[config.mk]
export PLATFORM = sky130hd
export DESIGN_NAME = sound_mixer_multi
export DESIGN_NICKNAME = d
export VERILOG_FILES = /design/src/rtl/sound_mixer_multi.sv
export SDC_FILE = /design/constraint.sdc
export NUM_CORES = 1
export LEC_CHECK = 0
export BUFFER_PORTS_ARGS = -buffer_cell sky130_fd_sc_hd__buf_2
export CORE_MARGIN = 10
export CORE_UTILIZATION = 25
export CTS_CLUSTER_DIAMETER = 30
export DETAILED_ROUTE_END_ITERATION = 7
export PLACE_DENSITY = 0.36
export SYNTH_ARGS = -nofsm -noshare
export SYNTH_HDL_FRONTEND = slang
export SYNTH_SLANG_ARGS = --single-unit
[constraint.sdc]
create_clock -name clk -period 4.6 [get_ports clk]
set_input_delay 0.69 -clock clk [delete_from_list [all_inputs] [get_ports clk]]
set_output_delay 0.69 -clock clk [all_outputs]
set_load 0.02 [all_outputs]
[src/rtl/sound_mixer_multi.sv]
// sound_mixer_multi
// Multi-channel square-wave tone generator. Each channel has a programmable
// half-period, a duration timer counted in prescaler ticks, and a volume.
// The gated channel volumes are summed into a registered PCM sample, and a
// first-order delta-sigma modulator turns that sample into a 1-bit speaker
// bitstream.
//
// Optional feature: define SOUND_MIXER_NOISE_EN to give every channel a
// 15-bit Galois LFSR noise source, selected by CONTROL bit2.
//
// Ports:
//   clk      - system clock
//   reset    - synchronous, active-high reset
//   wr_en    - one-cycle register write strobe
//   wr_chan  - target channel (values >= CHANNELS are ignored)
//   wr_reg   - 0 PERIOD, 1 DURATION, 2 CONTROL, 3 ignored
//   wr_data  - write data
//   busy     - per-channel playing flag
//   pcm      - mixed sample
//   speaker  - delta-sigma bitstream
module sound_mixer_multi #(
    parameter int CHANNELS = 4,
    parameter int PERIOD_W = 16,
    parameter int DUR_W    = 16,
    parameter int VOL_W    = 4,
    parameter int PRESCALE = 1024,
    localparam int CH_W    = (CHANNELS > 1) ? $clog2(CHANNELS) : 1,
    localparam int PCM_W   = VOL_W + $clog2(CHANNELS) + 1
) (
    input  logic                clk,
    input  logic                reset,
    input  logic                wr_en,
    input  logic [CH_W-1:0]     wr_chan,
    input  logic [1:0]          wr_reg,
    input  logic [15:0]         wr_data,
    output logic [CHANNELS-1:0] busy,
    output logic [PCM_W-1:0]    pcm,
    output logic                speaker
);
    localparam int PS_W = (PRESCALE > 1) ? $clog2(PRESCALE) : 1;
    localparam logic [1:0] REG_PERIOD   = 2'd0;
    localparam logic [1:0] REG_DURATION = 2'd1;
    localparam logic [1:0] REG_CONTROL  = 2'd2;

    typedef enum logic {IDLE = 1'b0, PLAY = 1'b1} chanState_e;

    logic [PS_W-1:0]                 presc_q;
    logic                            tick;
    logic [CHANNELS-1:0][VOL_W-1:0]  chanLevel;
    logic [PCM_W-1:0]                mixSum;
    logic [PCM_W-1:0]                pcm_q;
    logic [PCM_W:0]                  acc_q;
    logic [PCM_W:0]                  accSum;
    logic                            speaker_q;
    logic                            unused_wrData;

    // Not every data bit is meaningful for every register.
    assign unused_wrData = ^wr_data;

    // Free-running prescaler shared by all duration timers; it is not
    // restarted by START, which is why the first tick of a note can land
    // anywhere within one prescaler period.
    assign tick = (presc_q == PS_W'(PRESCALE - 1));

    always_ff @(posedge clk) begin
        if (reset)     presc_q <= '0;
        else if (tick) presc_q <= '0;
        else           presc_q <= presc_q + PS_W'(1);
    end

    for (genvar i = 0; i < CHANNELS; i++) begin : g_chan
        chanState_e          state_q, state_d;
        logic [PERIOD_W-1:0] period_q, period_d, phase_q, phase_d;
        logic [DUR_W-1:0]    duration_q, duration_d, durCnt_q, durCnt_d;
        logic [VOL_W-1:0]    vol_q, vol_d;
        logic                square_q, square_d;
        logic                sel, halfDone, flipVal;

        assign sel      = wr_en && (int'(wr_chan) == i);
        // The >= compare lets a period shrunk mid-note expire at once
        // instead of counting all the way around the counter.
        assign halfDone = (phase_q >= (period_q - PERIOD_W'(1)));

`ifdef SOUND_MIXER_NOISE_EN
        logic [14:0] lfsr_q, lfsr_d, lfsrNext;
        logic        noise_q, noise_d;
        // Right-shifting Galois form of x^15 + x^14 + 1.
        assign lfsrNext = {1'b0, lfsr_q[14:1]} ^ (lfsr_q[0] ? 15'h6000 : 15'h0000);
        assign flipVal  = noise_q ? lfsrNext[0] : ~square_q;
`else
        assign flipVal  = ~square_q;
`endif

        // Tone and duration advance first; a register write in the same
        // cycle then overrides, with STOP taking priority over START.
        always_comb begin
            state_d    = state_q;
            period_d   = period_q;
            duration_d = duration_q;
            vol_d      = vol_q;
            phase_d    = phase_q;
            durCnt_d   = durCnt_q;
            square_d   = square_q;
`ifdef SOUND_MIXER_NOISE_EN
            lfsr_d     = lfsr_q;
            noise_d    = noise_q;
`endif
            if (state_q == PLAY) begin
                if (period_q == '0) begin
                    square_d = 1'b0;
                    phase_d  = '0;
                end else if (halfDone) begin
                    square_d = flipVal;
                    phase_d  = '0;
`ifdef SOUND_MIXER_NOISE_EN
                    if (noise_q) lfsr_d = lfsrNext;
`endif
                end else begin
                    phase_d = phase_q + PERIOD_W'(1);
                end
                // A zero count means the note plays until STOP.
                if (tick && durCnt_q != '0) begin
                    if (durCnt_q == DUR_W'(1)) begin
                        state_d  = IDLE;
                        square_d = 1'b0;
                        phase_d  = '0;
                    end
                    durCnt_d = durCnt_q - DUR_W'(1);
                end
            end
            if (sel && wr_reg == REG_PERIOD)   period_d   = wr_data[PERIOD_W-1:0];
            if (sel && wr_reg == REG_DURATION) duration_d = wr_data[DUR_W-1:0];
            if (sel && wr_reg == REG_CONTROL) begin
                vol_d = wr_data[4 +: VOL_W];
`ifdef SOUND_MIXER_NOISE_EN
                noise_d = wr_data[2];
`endif
                if (wr_data[1]) begin
                    state_d  = IDLE;
                    square_d = 1'b0;
                    phase_d  = '0;
                end else if (wr_data[0]) begin
                    state_d  = PLAY;
                    square_d = 1'b0;
                    phase_d  = '0;
                    durCnt_d = duration_q;
`ifdef SOUND_MIXER_NOISE_EN
                    lfsr_d   = 15'h0001;
`endif
                end
            end
        end

        // Channel state registers.
        always_ff @(posedge clk) begin
            if (reset) begin
                state_q    <= IDLE;
                period_q   <= '0;
                duration_q <= '0;
                vol_q      <= '0;
                phase_q    <= '0;
                durCnt_q   <= '0;
                square_q   <= 1'b0;
`ifdef SOUND_MIXER_NOISE_EN
                lfsr_q     <= 15'h0001;
                noise_q    <= 1'b0;
`endif
            end else begin
                state_q    <= state_d;
                period_q   <= period_d;
                duration_q <= duration_d;
                vol_q      <= vol_d;
                phase_q    <= phase_d;
                durCnt_q   <= durCnt_d;
                square_q   <= square_d;
`ifdef SOUND_MIXER_NOISE_EN
                lfsr_q     <= lfsr_d;
                noise_q    <= noise_d;
`endif
            end
        end

        assign busy[i]      = (state_q == PLAY);
        assign chanLevel[i] = ((state_q == PLAY) && square_q) ? vol_q : '0;
    end

    // Mixer adder tree; PCM_W is wide enough for every channel at full scale.
    always_comb begin
        mixSum = '0;
        for (int c = 0; c < CHANNELS; c++) begin
            mixSum = mixSum + PCM_W'(chanLevel[c]);
        end
    end

    // The carry out of the accumulator becomes the next speaker bit, so the
    // ones-density tracks pcm / 2^PCM_W.
    assign accSum = {1'b0, acc_q[PCM_W-1:0]} + {1'b0, pcm_q};

    always_ff @(posedge clk) begin
        if (reset) begin
            pcm_q     <= '0;
            acc_q     <= '0;
            speaker_q <= 1'b0;
        end else begin
            pcm_q     <= mixSum;
            acc_q     <= accSum;
            speaker_q <= accSum[PCM_W];
        end
    end

    assign pcm     = pcm_q;
    assign speaker = speaker_q;
endmodule

==> results of run 1 <==
==> how the worst max path moves through the flow <==
stage	to	start	slack [ns]	cells past startpoint
2_1_floorplan	g_chan[2].phase_q[10]$_SDFF_PP0_	g_chan[2].period_q[0]$_SDFFE_PP0P_	0.95	15
3_3_place_gp	g_chan[2].phase_q[9]$_SDFF_PP0_	g_chan[2].period_q[0]$_SDFFE_PP0P_	0.22	14
3_5_place_dp	g_chan[2].phase_q[14]$_SDFF_PP0_	g_chan[2].period_q[0]$_SDFFE_PP0P_	0.17	14
4_1_cts	g_chan[2].phase_q[8]$_SDFF_PP0_	g_chan[2].period_q[0]$_SDFFE_PP0P_	0.15	14
5_1_grt	g_chan[2].phase_q[8]$_SDFF_PP0_	g_chan[2].period_q[0]$_SDFFE_PP0P_	0.03	14
6_report	g_chan[2].phase_q[9]$_SDFF_PP0_	g_chan[2].period_q[0]$_SDFFE_PP0P_	0.44	14
==> synthesized netlist by cell type, drive strengths merged (4+ instances only) <==
cell / count / area share (%)
buf: 12 / 0.48
nor4b: 4 / 0.30
a31oi: 6 / 0.24
nand2: 405 / 9.6
nand2b: 19 / 0.75
or3: 12 / 0.48
o21ai: 38 / 1.2
nand4: 35 / 1.4
fa: 9 / 1.1
or4: 11 / 0.52
xor2: 82 / 4.6
inv: 48 / 1.1
nor3: 46 / 1.5
a311oi: 7 / 0.43
nor3b: 12 / 0.57
o21a: 5 / 0.24
a21o: 7 / 0.33
and3: 24 / 0.98
nor2: 198 / 4.7
a211oi: 36 / 1.7
a22o: 16 / 0.91
and2: 5 / 0.21
nand3: 46 / 1.5
nand4b: 6 / 0.33
nor2b: 20 / 0.79
ha: 92 / 7.3
nor4: 30 / 1.3
o31ai: 7 / 0.33
dfxtp: 304 / 39
a21oi: 179 / 5.7
nand3b: 15 / 0.71
o211ai: 6 / 0.29
and4: 7 / 0.39
xnor2: 83 / 4.6
clkbuf: 76 / 1.9
mux2i: 11 / 0.70
or2: 6 / 0.24
==> per-layer routing <==
| metal | vias to the layer above | GRT usage [%] | wire, µm |
|---|---|---|---|
| met4 | 0 | 5.47 | 1380 |
| met1 | 6394 | 17.6 | 24300 |
| met5 | - | 0 | 0 |
| li1 | 6912 | - | - |
| met3 | 87 | 2.81 | 1800 |
| met2 | 185 | 21.2 | 22300 |
==> worst reg2reg max path, delay by kind of cell, from the launching register on <==
family | cells | cell delay [ns]
AO/OA/AOI/OAI | 2 | 0.44
flip-flops | 1 | 0.31
buffers and inverters | 1 | 0.08
AND/OR/NAND/NOR | 8 | 2.64
XOR/XNOR | 1 | 0.16
adder cells (fa/ha/maj) | 2 | 0.46
==> flip-flops by register name (all words and copies together), names as in the netlist <==
name	cells
g_chan.vol_q	16
presc_q	10
g_chan.square_q	4
g_chan.state_q	4
g_chan.phase_q	64
acc_q	7
g_chan.duration_q	64
speaker	1
pcm	6
g_chan.period_q	64
g_chan.durCnt_q	64
==> layout make-up <==
class / instances / area, µm²
multi-input cells: 1518 / 9130
clock buffers: 143 / 2810
flip-flops and latches: 304 / 6090
well taps: 837 / 1050
inverters: 48 / 180
diodes: 3 / 7.51
fillers: 6612 / 42200
clock inverters: 28 / 299
repair buffers: 51 / 307
==> power by group through the flow <==
stage               logic [W]  registers, W  clock network, W
detailed placement   0.000384       0.00273                 0
global route         0.000424       0.00269           0.00648
floorplan            0.000251       0.00273                 0
CTS                  0.000386       0.00269           0.00632
global placement     0.000379       0.00273                 0
finish               0.000377       0.00269           0.00619
==> what timing repair did <==
action | in CTS | in global routing
endpoints found under the hold margin | 0 | 0
setup endpoints to repair | 0 | 12
gates resized for setup | 0 | 1
==> logic make-up after synthesis <==
family                     count (synthesis)  synth area share (%)
other                                      1                0.0238
AOI/OAI and AO/OA                        332                  12.8
and+or+nand+nor                          907                  26.7
adders and majority gates                101                  8.45
muxes                                     12                 0.770
buffers and inverters                    136                  3.50
DFF                                      304                  38.6
xor gates and xnor gates                 165                  9.17
==> metrics by stage <==
| stage | setup WS [ns] | power (W) | hold slack, ns | cells | utilization (%) |
|---|---|---|---|---|---|
| finish | 0.436 | 0.00925 | 0.448 | 2932 | 32.0 |
| global route | 0.0350 | 0.00959 | 0.467 | 2929 | 32.0 |
| CTS | 0.150 | 0.00939 | 0.451 | 2929 | 32.0 |
| detailed placement | 0.166 | 0.00312 | 0.444 | 2758 | 27.0 |
| global placement | 0.217 | 0.00311 | 0.443 | 2758 | 27.0 |
| floorplan | 0.951 | 0.00298 | 0.425 | 1958 | - |
==> layout by cell type (no fill, tap or decap), types with 14 or more instances in the layout <==
cell / instances
nor3_1: 43
nor2b_1: 20
a211oi_1: 35
nand2b_1: 19
buf_4: 18
nand2_1: 405
inv_1: 48
and3_1: 23
nand3b_1: 15
o21ai_0: 37
clkbuf_8: 23
clkinv_2: 18
xor2_1: 82
clkbuf_1: 24
dfxtp_1: 304
a22o_1: 14
nand4_1: 35
buf_2: 32
a21oi_1: 178
ha_1: 92
xnor2_1: 83
nor2_1: 198
nor4_1: 28
nand3_1: 46
clkbuf_16: 96
==> flow_summary.ini, run 1 <==
[sta]
max_freq_mhz = 240
finClkSkew_ns = 0.0136
slew_violations = 0
hold_viol = 0
min_period_over_period_pct = 90.5
maxSlewHeadroom_pct = 24.3
period_minus_slack_ns = 4.16
tightest_slew_ns = 1.13
rsz0062_at_grt = false
finalSetupViolCount = 0
fin_tns_setup_ns = 0

[place]
gp_congestion = 0.756
io_buffers = 33
post-dp-hpwl_um = 33000
placed_area_um2 = 16700

[worst_setup_path]
path_cells = inv_1 -> ha_1 -> or4b_1 -> or4_1 -> or4_1 -> nor4_2 -> xnor2_1 -> ha_1 -> nand4_1 -> nand3b_1 -> o31ai_1 -> nor4_2 -> o22ai_2 -> nor2_1
r2r_cells = 14
path_max_fanout = 12
required_ns = 5.14
crit_family = simple AND/OR/NAND/NOR gates
cp-start-kind = flip-flop
crit_arrival_ns = 4.70
timing.critical_path.buf_inv = 1
slowest_stage = nor4_2
r2r-start = g_chan[2].period_q[0]$_SDFFE_PP0P_
max_stage_delay_ns = 0.56
worst-setup-path-type = flip-flop to flip-flop
rr_endpoint = g_chan[2].phase_q[9]$_SDFF_PP0_
rrSetupSlack_ns = 0.44
crit_path_end_kind = flip-flop

[cells_and_area]
fin_area_um2 = 19900
drive_gt1_share_pct = 10.8
final_nets = 2142
area_growth_pct = 26.1

[routing]
num_vias = 13600
routedWlPerCell_um = 17.0
first_iter_violations = 688
wirelength_um = 49800
ant_nets = 0
viasPerCell = 4.63
dr.pass1.iters = 4
drc_errors = 0

[floorplan]
core_um2 = 62100
die_w_um = 271
fp-row-count = 91
start_util_pct = 25.4
die-area_um2 = 73500
ios = 35
die-height_um = 271

[worst_hold_path]
hold_path.startpoint = g_chan[2].duration_q[4]$_SDFFE_PP0P_
hp-class = flip-flop to flip-flop
hold_depth = 2
min_to = g_chan[2].durCnt_q[4]$_SDFF_PP0_

[power_and_ir_drop]
p_comb_share_pct = 4.1
seqPwrFrac_pct = 29.1
p_leak_nw = 7.88
ir_worst_vdd_uv = 266
clkPwrFrac_pct = 66.9
swShare_pct = 22.8
p_int_w = 0.00714
p_sw_w = 0.00211
power.density_nw_per_um2 = 466

[global_routing]
grt_pass1_vias = 13500
grt_use_total_pct = 13.4
grt_pass1_wl_um = 78200
grt-ovfl-total = 0
grt_max_degree = 84
antenna_found_initial = 2

[clock_network]
insertion_delay_ns = 0.61
root_buffer = clkbuf_16
cts_buffer_depth = 3
clkSinkCount = 304
post-cts-setup-buffers = 0
hold_buffers = 0
ctsHtreeMaxLevel = 3
numCtsBuffers = 95
cts_tree = yes
clk_pin_slew_ns = 0.04

[status]
status = finished, final reports clean

[job]
drv_cap = 0

[synth]
synth_edf_count = 0
synth_area_um2 = 15800
async_flop_share_pct = 0
synthFlopType = dfxtp_1
synth_warnings = 0
ys_ff_latch = 304
syn_area_per_cell_um2 = 8.05
synth_nets = 2082
synthDistinctLibCells = 76
ys_seq_area_share_pct = 38.6
synthCells = 1958
Note: power is estimated with default switching activity, not from simulation.
==> run 2, diff against run 1 <==
- BUFFER_PORTS_ARGS: -buffer_cell sky130_fd_sc_hd__buf_2 -> -buffer_cell sky130_fd_sc_hd__buf_4
==> run 2 against run 1 <==
Against the previous run:
- power rose by 9.8%
- critical endpoint is now g_chan[2].phase_q[11]$_SDFF_PP0_
- count of clock-buffer cells in the layout stayed put
- largest cell class unchanged
- first-iteration DRC count increased by 1.2%
- register-to-register slack got worse by 0.08 ns
==> flow_summary.ini, run 2 (synthesis gave the netlist of run 1 again) <==
[cells_and_area]
fill_cells = 6522
final_nets = 2146
drive_gt1_share_pct = 11.8
utilization_pct = 32.9
final_common_cell = nand2_1
fin_cells = 2939
layout_common_cells = 405 x nand2_1, 304 x dfxtp_1, 198 x nor2_1, 178 x a21oi_1, 102 x clkbuf_16
seq_area_um2 = 6090
multi_input_area_um2 = 9130
num_antenna_cells = 0
area_growth_pct = 29.5

[worst_setup_path]
max_stage_delay_ns = 0.59
required_ns = 5.14
crit_arrival_ns = 4.78
slowest_stage = nor4_2
timing.critical_path.buf_inv = 1
cp-start-kind = flip-flop
crit_path_end_kind = flip-flop
worst-setup-path-type = flip-flop to flip-flop
path_max_fanout = 12
path_cells = inv_1 -> ha_1 -> or4b_1 -> or4_1 -> or4_1 -> nor4_2 -> xnor2_1 -> ha_1 -> nand4_1 -> nand3b_1 -> o31ai_1 -> nor4_2 -> o22ai_2 -> nor2_1
crit_family = simple AND/OR/NAND/NOR gates

[routing]
wirelength_um = 49800
viasPerCell = 4.64
dr.pass1.iters = 7
routedWlPerCell_um = 16.9
num_vias = 13600
ant_nets = 0
drc_errors = 0
first_iter_violations = 696

[global_routing]
grt_use_total_pct = 13.6
grt_pass1_vias = 13700
grt_pass1_wl_um = 78800
antenna_found_initial = 0
grt_max_degree = 99
grt-ovfl-total = 0

[power_and_ir_drop]
ir_worst_vdd_uv = 396
swShare_pct = 21.4
p_comb_share_pct = 3.8
p_leak_nw = 8.13
clkPwrFrac_pct = 69.8
p_sw_w = 0.00217
power.density_nw_per_um2 = 498
p_int_w = 0.00799
seqPwrFrac_pct = 26.4

[floorplan]
ios = 35
fp-row-count = 91
die_w_um = 271
core_um2 = 62100
start_util_pct = 25.4
die-height_um = 271
die-area_um2 = 73500

[place]
io_buffers = 33
dpl.cell_count = 2758
dpl_worst_slack_ns = 0.0831
gp_congestion = 0.766
post-dp-hpwl_um = 32800

[sta]
fin_tns_setup_ns = 0
tightest_slew_ns = 1.07
hold_viol = 0
min_period_over_period_pct = 92.2
maxSlewHeadroom_pct = 28.3
max_freq_mhz = 236
finClkSkew_ns = 0.0212
slew_violations = 0
holdWs_ns = 0.450
finalSetupViolCount = 0
fin_ws_ns = 0.357
rsz0062_at_grt = false
period_minus_slack_ns = 4.24

[clock_network]
cts_resized = 0
clkSinkCount = 304
root_buffer = clkbuf_16
cts_buffer_depth = 3
cts_tree = yes
numCtsBuffers = 99
insertion_delay_ns = 0.61
clk_pin_slew_ns = 0.04
hold_buffers = 0
post-cts-setup-buffers = 0
ctsHtreeMaxLevel = 3

[worst_hold_path]
hp-class = flip-flop to flip-flop

[status]
status = finished, final reports clean

[job]
drv_cap = 0
-- run 2: cell types whose count changed in the layout (fill, tap and decap cells not counted), moves of 5 or more --
| cell | delta |
|---|---|
| buf_2 | -32 |
| buf_4 | +32 |
| bufinv_16 | +10 |
| clkbuf_1 | -11 |
| clkbuf_16 | +6 |
| clkbuf_8 | +5 |
-- run 2: worst min-delay path: stages (launching register included) --
cell and delay [ns]:
dfxtp_1 0.30, nand2_1 0.05, a21oi_1 0.05
-- run 2: worst paths after layout --
check / start / endpoint / depth (start not counted) / slack [ns]
setup / recovery: g_chan[2].period_q[0]$_SDFFE_PP0P_ / g_chan[2].phase_q[11]$_SDFF_PP0_ / 14 / 0.36
hold / removal: g_chan[0].vol_q[2]$_SDFFE_PP0P_ / g_chan[0].vol_q[2]$_SDFFE_PP0P_ / 2 / 0.45
setup reg to reg: g_chan[2].period_q[0]$_SDFFE_PP0P_ / g_chan[2].phase_q[11]$_SDFF_PP0_ / 14 / 0.36
hold reg to reg: g_chan[0].vol_q[2]$_SDFFE_PP0P_ / g_chan[0].vol_q[2]$_SDFFE_PP0P_ / 2 / 0.45
-- run 2: final cells by class --
type / count / area share, %
Clock buffer: 143 / 14.6
Clock inverter: 38 / 2.88
Inverter: 48 / 0.883
Multi-Input combinational cell: 1518 / 44.8
Sequential cell: 304 / 29.8
Tap cell: 837 / 5.13
Timing Repair Buffer: 51 / 1.89
-- run 2: metrics by stage --
stage / total power [W] / cell area [µm²]
final: 0.0102 / 20400
after global routing: 0.0105 / 20400
after CTS: 0.0103 / 20400
after detailed placement: 0.00312 / 16800
after global placement: 0.00312 / 16800
after floorplan: 0.00298 / 15800
-- run 2: routing by layer --
metal  wire (µm)  share of wire (%)  up-vias  GRT usage [%]
li1            -                  -     6918              -
met5           0                  0        -              0
met2       22300                 45      188           21.5
met1       24400                 49     6443           17.7
met3        1610                3.2       93           2.83
met4        1480                3.0        0           5.26
-- run 2: power groups by stage --
stage,Sequential (W),Clock (W),Combinational [W]
finish,0.00269,0.00709,0.000383
global route,0.00269,0.00739,0.000433
floorplan,0.00273,0,0.000251
global placement,0.00273,0,0.000386
detailed placement,0.00273,0,0.000391
CTS,0.00269,0.00723,0.000392
